==> config.mk <==
export PLATFORM = sky130hd
export DESIGN_NAME = t_scan_mux_flat
export DESIGN_NICKNAME = d
export VERILOG_FILES = /design/src/rtl/t_scan_mux_if.sv /design/src/rtl/t_scan_mux.sv /design/src/flat_wrapper.sv
export SDC_FILE = /design/constraint.sdc
export NUM_CORES = 1
export LEC_CHECK = 0
export ABC_AREA = 1
export CORE_MARGIN = 2
export CORE_UTILIZATION = 41
export CTS_CLUSTER_DIAMETER = 40
export DETAILED_ROUTE_END_ITERATION = 10
export PLACE_DENSITY = 0.68
export SLEW_MARGIN = 20
export SYNTH_ARGS = -nofsm -noshare
export SYNTH_HDL_FRONTEND = slang
export SYNTH_SLANG_ARGS = --single-unit
==> constraint.sdc <==
create_clock -name clk -period 9.86 [get_ports clk]
set_input_delay 0.986 -clock clk [delete_from_list [all_inputs] [get_ports clk]]
set_output_delay 0.986 -clock clk [all_outputs]
set_load 0.005 [all_outputs]
==> src/rtl/t_scan_mux_if.sv <==
// Channel bus between the data sources / display driver and the scanning multiplexer.
// The master side owns the channel data and controls; the slave side returns the selection.
interface t_scan_mux_if #(
  parameter int WIDTH = 8,
  parameter int CH    = 13,
  parameter int SELW  = 4
);
  logic [CH*WIDTH-1:0] x;
  logic [CH-1:0]       en_mask;
  logic                mode;
  logic [SELW-1:0]     man_sel;
  logic [WIDTH-1:0]    y;
  logic [SELW-1:0]     sel;
  logic                step;
  logic                all_off;

  modport master (
    output x, en_mask, mode, man_sel,
    input  y, sel, step, all_off
  );

  modport slave (
    input  x, en_mask, mode, man_sel,
    output y, sel, step, all_off
  );
endinterface

==> src/rtl/t_scan_mux.sv <==
// Registered time-division scanning multiplexer: steps through enabled channels at a
// programmable dwell rate, or follows a manual select, and presents data plus index.
module t_scan_mux #(
  parameter int WIDTH = 8,
  parameter int CH    = 13,
  parameter int SELW  = 4,
  parameter int DIV   = 100000
) (
  input logic          clk,
  input logic          reset,
  t_scan_mux_if.slave  scan
);

  localparam int            CW      = $clog2(DIV);
  localparam logic [CW-1:0] CNT_MAX = CW'(DIV - 1);

  logic [CW-1:0]    cnt_p0;
  logic [SELW-1:0]  sel_p0;
  logic [WIDTH-1:0] y_p0;
  logic             step_p0;
  logic             all_off_p0;

  logic             tick;
  logic [SELW-1:0]  sel_nx;
  logic             blank;
  logic [WIDTH-1:0] y_nx;

  // First enabled channel after cur, wrapping; a full lap with nothing else enabled
  // lands back on cur (or never matches for an empty mask), so sel holds.
  function automatic logic [SELW-1:0] scan_next(input logic [SELW-1:0] cur,
                                                input logic [CH-1:0]   mask);
    logic [SELW-1:0] res;
    logic            found;
    int              idx;
    res   = cur;
    found = 1'b0;
    for (int k = 1; k <= CH; k++) begin
      idx = (int'(cur) + k) % CH;
      if (!found && mask[idx]) begin
        res   = SELW'(idx);
        found = 1'b1;
      end
    end
    return res;
  endfunction

  function automatic logic mask_bit(input logic [CH-1:0]   mask,
                                    input logic [SELW-1:0] s);
    logic b;
    b = 1'b0;
    for (int i = 0; i < CH; i++) begin
      if (SELW'(i) == s) b = mask[i];
    end
    return b;
  endfunction

  function automatic logic [WIDTH-1:0] pick_chan(input logic [CH*WIDTH-1:0] d,
                                                 input logic [SELW-1:0]     s);
    logic [WIDTH-1:0] r;
    r = '0;
    for (int i = 0; i < CH; i++) begin
      if (SELW'(i) == s) r = d[i*WIDTH +: WIDTH];
    end
    return r;
  endfunction

  function automatic logic [SELW-1:0] manual_sel(input logic [SELW-1:0] s);
    return (int'(s) >= CH) ? '0 : s;
  endfunction

  // Stage 0 input side: next selection and its (possibly blanked) data
  always_comb begin
    tick   = (cnt_p0 == CNT_MAX);
    sel_nx = sel_p0;
    if (scan.mode) begin
      sel_nx = manual_sel(scan.man_sel);
    end else if (tick) begin
      sel_nx = scan_next(sel_p0, scan.en_mask);
    end
    blank = (scan.en_mask == '0) || !mask_bit(scan.en_mask, sel_nx);
    y_nx  = blank ? '0 : pick_chan(scan.x, sel_nx);
  end

  // Stage 0 registers: prescaler runs freely in both modes, only reset clears it
  always_ff @(posedge clk or posedge reset) begin
    if (reset) begin
      cnt_p0     <= '0;
      sel_p0     <= '0;
      y_p0       <= '0;
      step_p0    <= 1'b0;
      all_off_p0 <= 1'b0;
    end else begin
      cnt_p0     <= tick ? '0 : cnt_p0 + 1'b1;
      sel_p0     <= sel_nx;
      y_p0       <= y_nx;
      step_p0    <= (sel_nx != sel_p0);
      all_off_p0 <= (scan.en_mask == '0);
    end
  end

  assign scan.y       = y_p0;
  assign scan.sel     = sel_p0;
  assign scan.step    = step_p0;
  assign scan.all_off = all_off_p0;

endmodule

==> src/flat_wrapper.sv <==
// flat-port wrapper written by rule: the top's interface ports become plain ports
module t_scan_mux_flat 
#(
  parameter int WIDTH = 8,
  parameter int CH    = 13,
  parameter int SELW  = 4,
  parameter int DIV   = 100000
)
  (clk, reset, scan_x, scan_en_mask, scan_mode, scan_man_sel, scan_y, scan_sel, scan_step, scan_all_off);
  t_scan_mux_if #(.WIDTH(WIDTH), .CH(CH), .SELW(SELW)) scan_i ();
  input logic clk;
  input logic reset;
  input wire logic [$bits(scan_i.x)-1:0] scan_x;
  input wire logic [$bits(scan_i.en_mask)-1:0] scan_en_mask;
  input wire logic [$bits(scan_i.mode)-1:0] scan_mode;
  input wire logic [$bits(scan_i.man_sel)-1:0] scan_man_sel;
  output wire logic [$bits(scan_i.y)-1:0] scan_y;
  output wire logic [$bits(scan_i.sel)-1:0] scan_sel;
  output wire logic [$bits(scan_i.step)-1:0] scan_step;
  output wire logic [$bits(scan_i.all_off)-1:0] scan_all_off;
  assign scan_i.x = scan_x;
  assign scan_i.en_mask = scan_en_mask;
  assign scan_i.mode = scan_mode;
  assign scan_i.man_sel = scan_man_sel;
  assign scan_y = scan_i.y;
  assign scan_sel = scan_i.sel;
  assign scan_step = scan_i.step;
  assign scan_all_off = scan_i.all_off;
  t_scan_mux #(.WIDTH(WIDTH), .CH(CH), .SELW(SELW), .DIV(DIV)) u_core (.clk(clk), .reset(reset), .scan(scan_i));
endmodule
==> reports/qor.txt <==
Worst r2r path cells -> 47
DIE AREA -> 21,400 sq um
Hold slack final -> 0.463 ns
Net count after synthesis -> 1,656
DR iter-0 viols -> 1,079
First-pass GRT wire length -> 49.1 mm
Commonest non-fill, non-tap cell in the layout -> nand2_1
Register bit total from synthesis -> 31
Worst slack, placed -> 2.30 ns
Status -> finished, final reports clean
Number of global-route vias before repair -> 9,052
Net Sw Frac -> 0.572
Final core utilization -> 0.499
Internal power consumption -> 637 uW
FF/Latch Area -> 777 sq um
Final instance area -> 9990 sq um
Critical path's most frequent cell -> nand2_1
CTS Sinks -> 31
Synth Area in Simple Gates -> 0.478
P_leak -> 4.86 nW
DR vias -> 10.1k
CTS tree -> built
Worst Setup EP -> u_core.scan.y[2]
Min Tclk post-route -> 7.72 ns
Startpoint types -> flop
Setup crit start -> u_core.scan.sel[1]
Mapped Area -> 8300 sq um
PostCTS Resize Cnt -> 0
ANT nets after route -> 0
Final WS setup -> 2.14 ns
Hold Crit Class -> flop to flop
Total grt overflow -> 0
Total power draw -> 1.49 mW
I/O pins -> 138
Net load switching power -> 851 uW
CTS buffer count -> 5
Compound-cell area share of the yosys netlist -> 0.155
Fin crit share -> 0.783
Worst setup path class -> flop to flop
Fillcell total -> 2,170
CTS H-Tree Depth -> 2
Worst path required time -> 10.03 ns
Reg power frac -> 0.098
Synth unique cells -> 58
Chip Width -> 146 um
RSZ-0062 raised after global routing -> false
Final setup fails -> 0
GPL Wtd Cong -> 0.953
Worst Tran Pin Value -> 0.960 ns
IO Port Bufs -> 137
Cell row count -> 52
Slowest stage delay, CP -> 0.77 ns
Hold_sp -> u_core.cnt_p0[0]
Max VDD drop -> 0.0000698 V
Residual DRC -> 0
CP endpoint kind -> flop
Fmax -> 130 MHz
Largest net degree at the start of global routing -> 54
Clock Tree Root -> clkbuf_16
PD cells -> 149 nW/um^2
Clock Tree Buf Depth -> 2
Ys Warns -> 0
Initial Util -> 0.414
Slowest stage cell, crit path -> dfrtp_1
WL/cell -> 17.1 um
Max-Cap Viols -> 0
Worst skew pair latency -> 0.28 ns
Synth Area in Adders -> 0.0950
Number of setup buffers added after CTS -> 0
Final setup TNS -> 0 ns
GRT Util Overall -> 0.285
Post-synthesis instance total -> 1,469
Cts hold-fix bufs -> 0
Final hold violation count -> 0
Clock slew at reported path FFs -> 0.06 ns
EDFF count, synth -> 0
Worst R2R End -> u_core.scan.y[2]
Vias per inst -> 5.49
# nets final -> 1,763
Slew HR -> 0.358
Share of cells above drive strength 1 -> 0.0812
Worst R2R Start -> u_core.scan.sel[1]
Multi-input gate area -> 6470 sq um
Post-DP HPWL -> 25.0 mm
Commonest non-fill, non-tap cells in the layout -> nand2_1, inv_1, nand3_1
Clock skew -> 0.00648 ns
Combinational fraction of design power -> 0.788
Slew Viols, Final -> 0
Post-synthesis mux area share -> 0
Die Ht -> 146 um
Largest family of logic cells by synthesized area -> simple AND/OR/NAND/NOR gates
Sequential area share after synthesis -> 0.0934
Synth Area in XOR/XNOR -> 0.0514
Share of total power in the clock network -> 0.114
Async set-reset flop share out of synthesis -> 1.00
Placed insts -> 1,839
CP max FO -> 18
Area grow syn2layout -> 20.4%
Avg Inst Size Synth -> 5.65 sq um
Routed WL -> 31.6 mm
Worst EP arrival -> 7.89 ns
Initial antenna violation count -> 0
Area after DPL -> 9830 sq um
Antenna cells -> 0
Top_reg_cell synth -> dfrtp_1
Post-Layout Cell Count -> 1,847
DRT Pass-1 Iters -> 6
R2R Setup Slk -> 2.14 ns
Core area -> 20,000 sq um
## Yosys cell counts, drive strengths merged, types with 3 or more instances
| cell type | instances | area, sq um |
|---|---|---|
| o31ai | 4 | 30.0 |
| inv | 218 | 818 |
| nand3b | 6 | 48.8 |
| o21bai | 3 | 22.5 |
| nand4 | 46 | 307 |
| or2 | 11 | 68.8 |
| clkbuf | 20 | 75.1 |
| nand3 | 197 | 1040 |
| clkinv | 7 | 26.3 |
| o211ai | 22 | 165 |
| nor4 | 9 | 56.3 |
| nand2 | 432 | 1770 |
| o21ai | 96 | 495 |
| nor3 | 9 | 67.6 |
| a31oi | 7 | 43.8 |
| a21oi | 64 | 332 |
| nor3b | 3 | 22.5 |
| buf | 21 | 134 |
| xor2 | 37 | 332 |
| xnor2 | 10 | 95.1 |
| ha | 63 | 788 |
| o221ai | 6 | 52.6 |
| o2111ai | 3 | 26.3 |
| nor2 | 127 | 571 |
| dfrtp | 31 | 776 |
| o21a | 3 | 22.5 |
## critical path, delay by kind of cell, from the launching register on
kind | cells | cell delay, ns
fa+ha+maj | 3 | 0.84
flops | 1 | 0.77
xor+xnor | 1 | 0.30
simple gates | 35 | 4.02
compound gates | 2 | 0.86
buf+inv | 6 | 0.80
## cell type report
type / count / area share
Multi-Input combinational cell: 1172 / 0.648
Inverter: 225 / 0.0845
Timing Repair Buffer: 141 / 0.140
Tap cell: 270 / 0.0338
Clock inverter: 1 / 0.000751
Sequential cell: 31 / 0.0778
Clock buffer: 7 / 0.0153
## sequential cells by signal, indices dropped and copies added (netlist names)
name,cells
u_core.scan.step,1
u_core.scan.all_off,1
u_core.cnt_p0,17
u_core.scan.y,8
u_core.scan.sel,4
## how the worst min path moves through the flow
stage	cells past startpoint	end	slack, ns
finish	1	u_core.cnt_p0[0]	0.46
global route	1	u_core.cnt_p0[0]	0.48
CTS	1	u_core.cnt_p0[0]	0.46
detailed placement	1	u_core.cnt_p0[0]	0.46
global placement	1	u_core.cnt_p0[0]	0.45
floorplan	1	u_core.cnt_p0[0]	0.43
## power by group through the flow
stage                     clock, mW  combinational, mW  sequential (mW)
after floorplan                   0              0.837            0.146
after global placement            0               1.14            0.148
after detailed placement          0               1.15            0.148
after CTS                     0.173               1.15            0.146
after global routing          0.177               1.31            0.147
final                         0.169               1.17            0.146
## kinds of logic (layout without fill, tap and decap cells)
group,after synthesis,count (layout)
compound gates,219,219
simple gates,843,843
buf+inv,266,374
flops,31,31
xor+xnor,47,47
fa+ha+maj,63,63
## per-layer routing
layer,vias up,GRT usage,part of all wire
met5,-,0,0
met4,0,0.0767,0.026
met3,66,0.0438,0.081
met2,418,0.458,0.46
met1,4622,0.399,0.44
li1,5029,-,-
No activity file was read; power rests on OpenSTA's default activity.
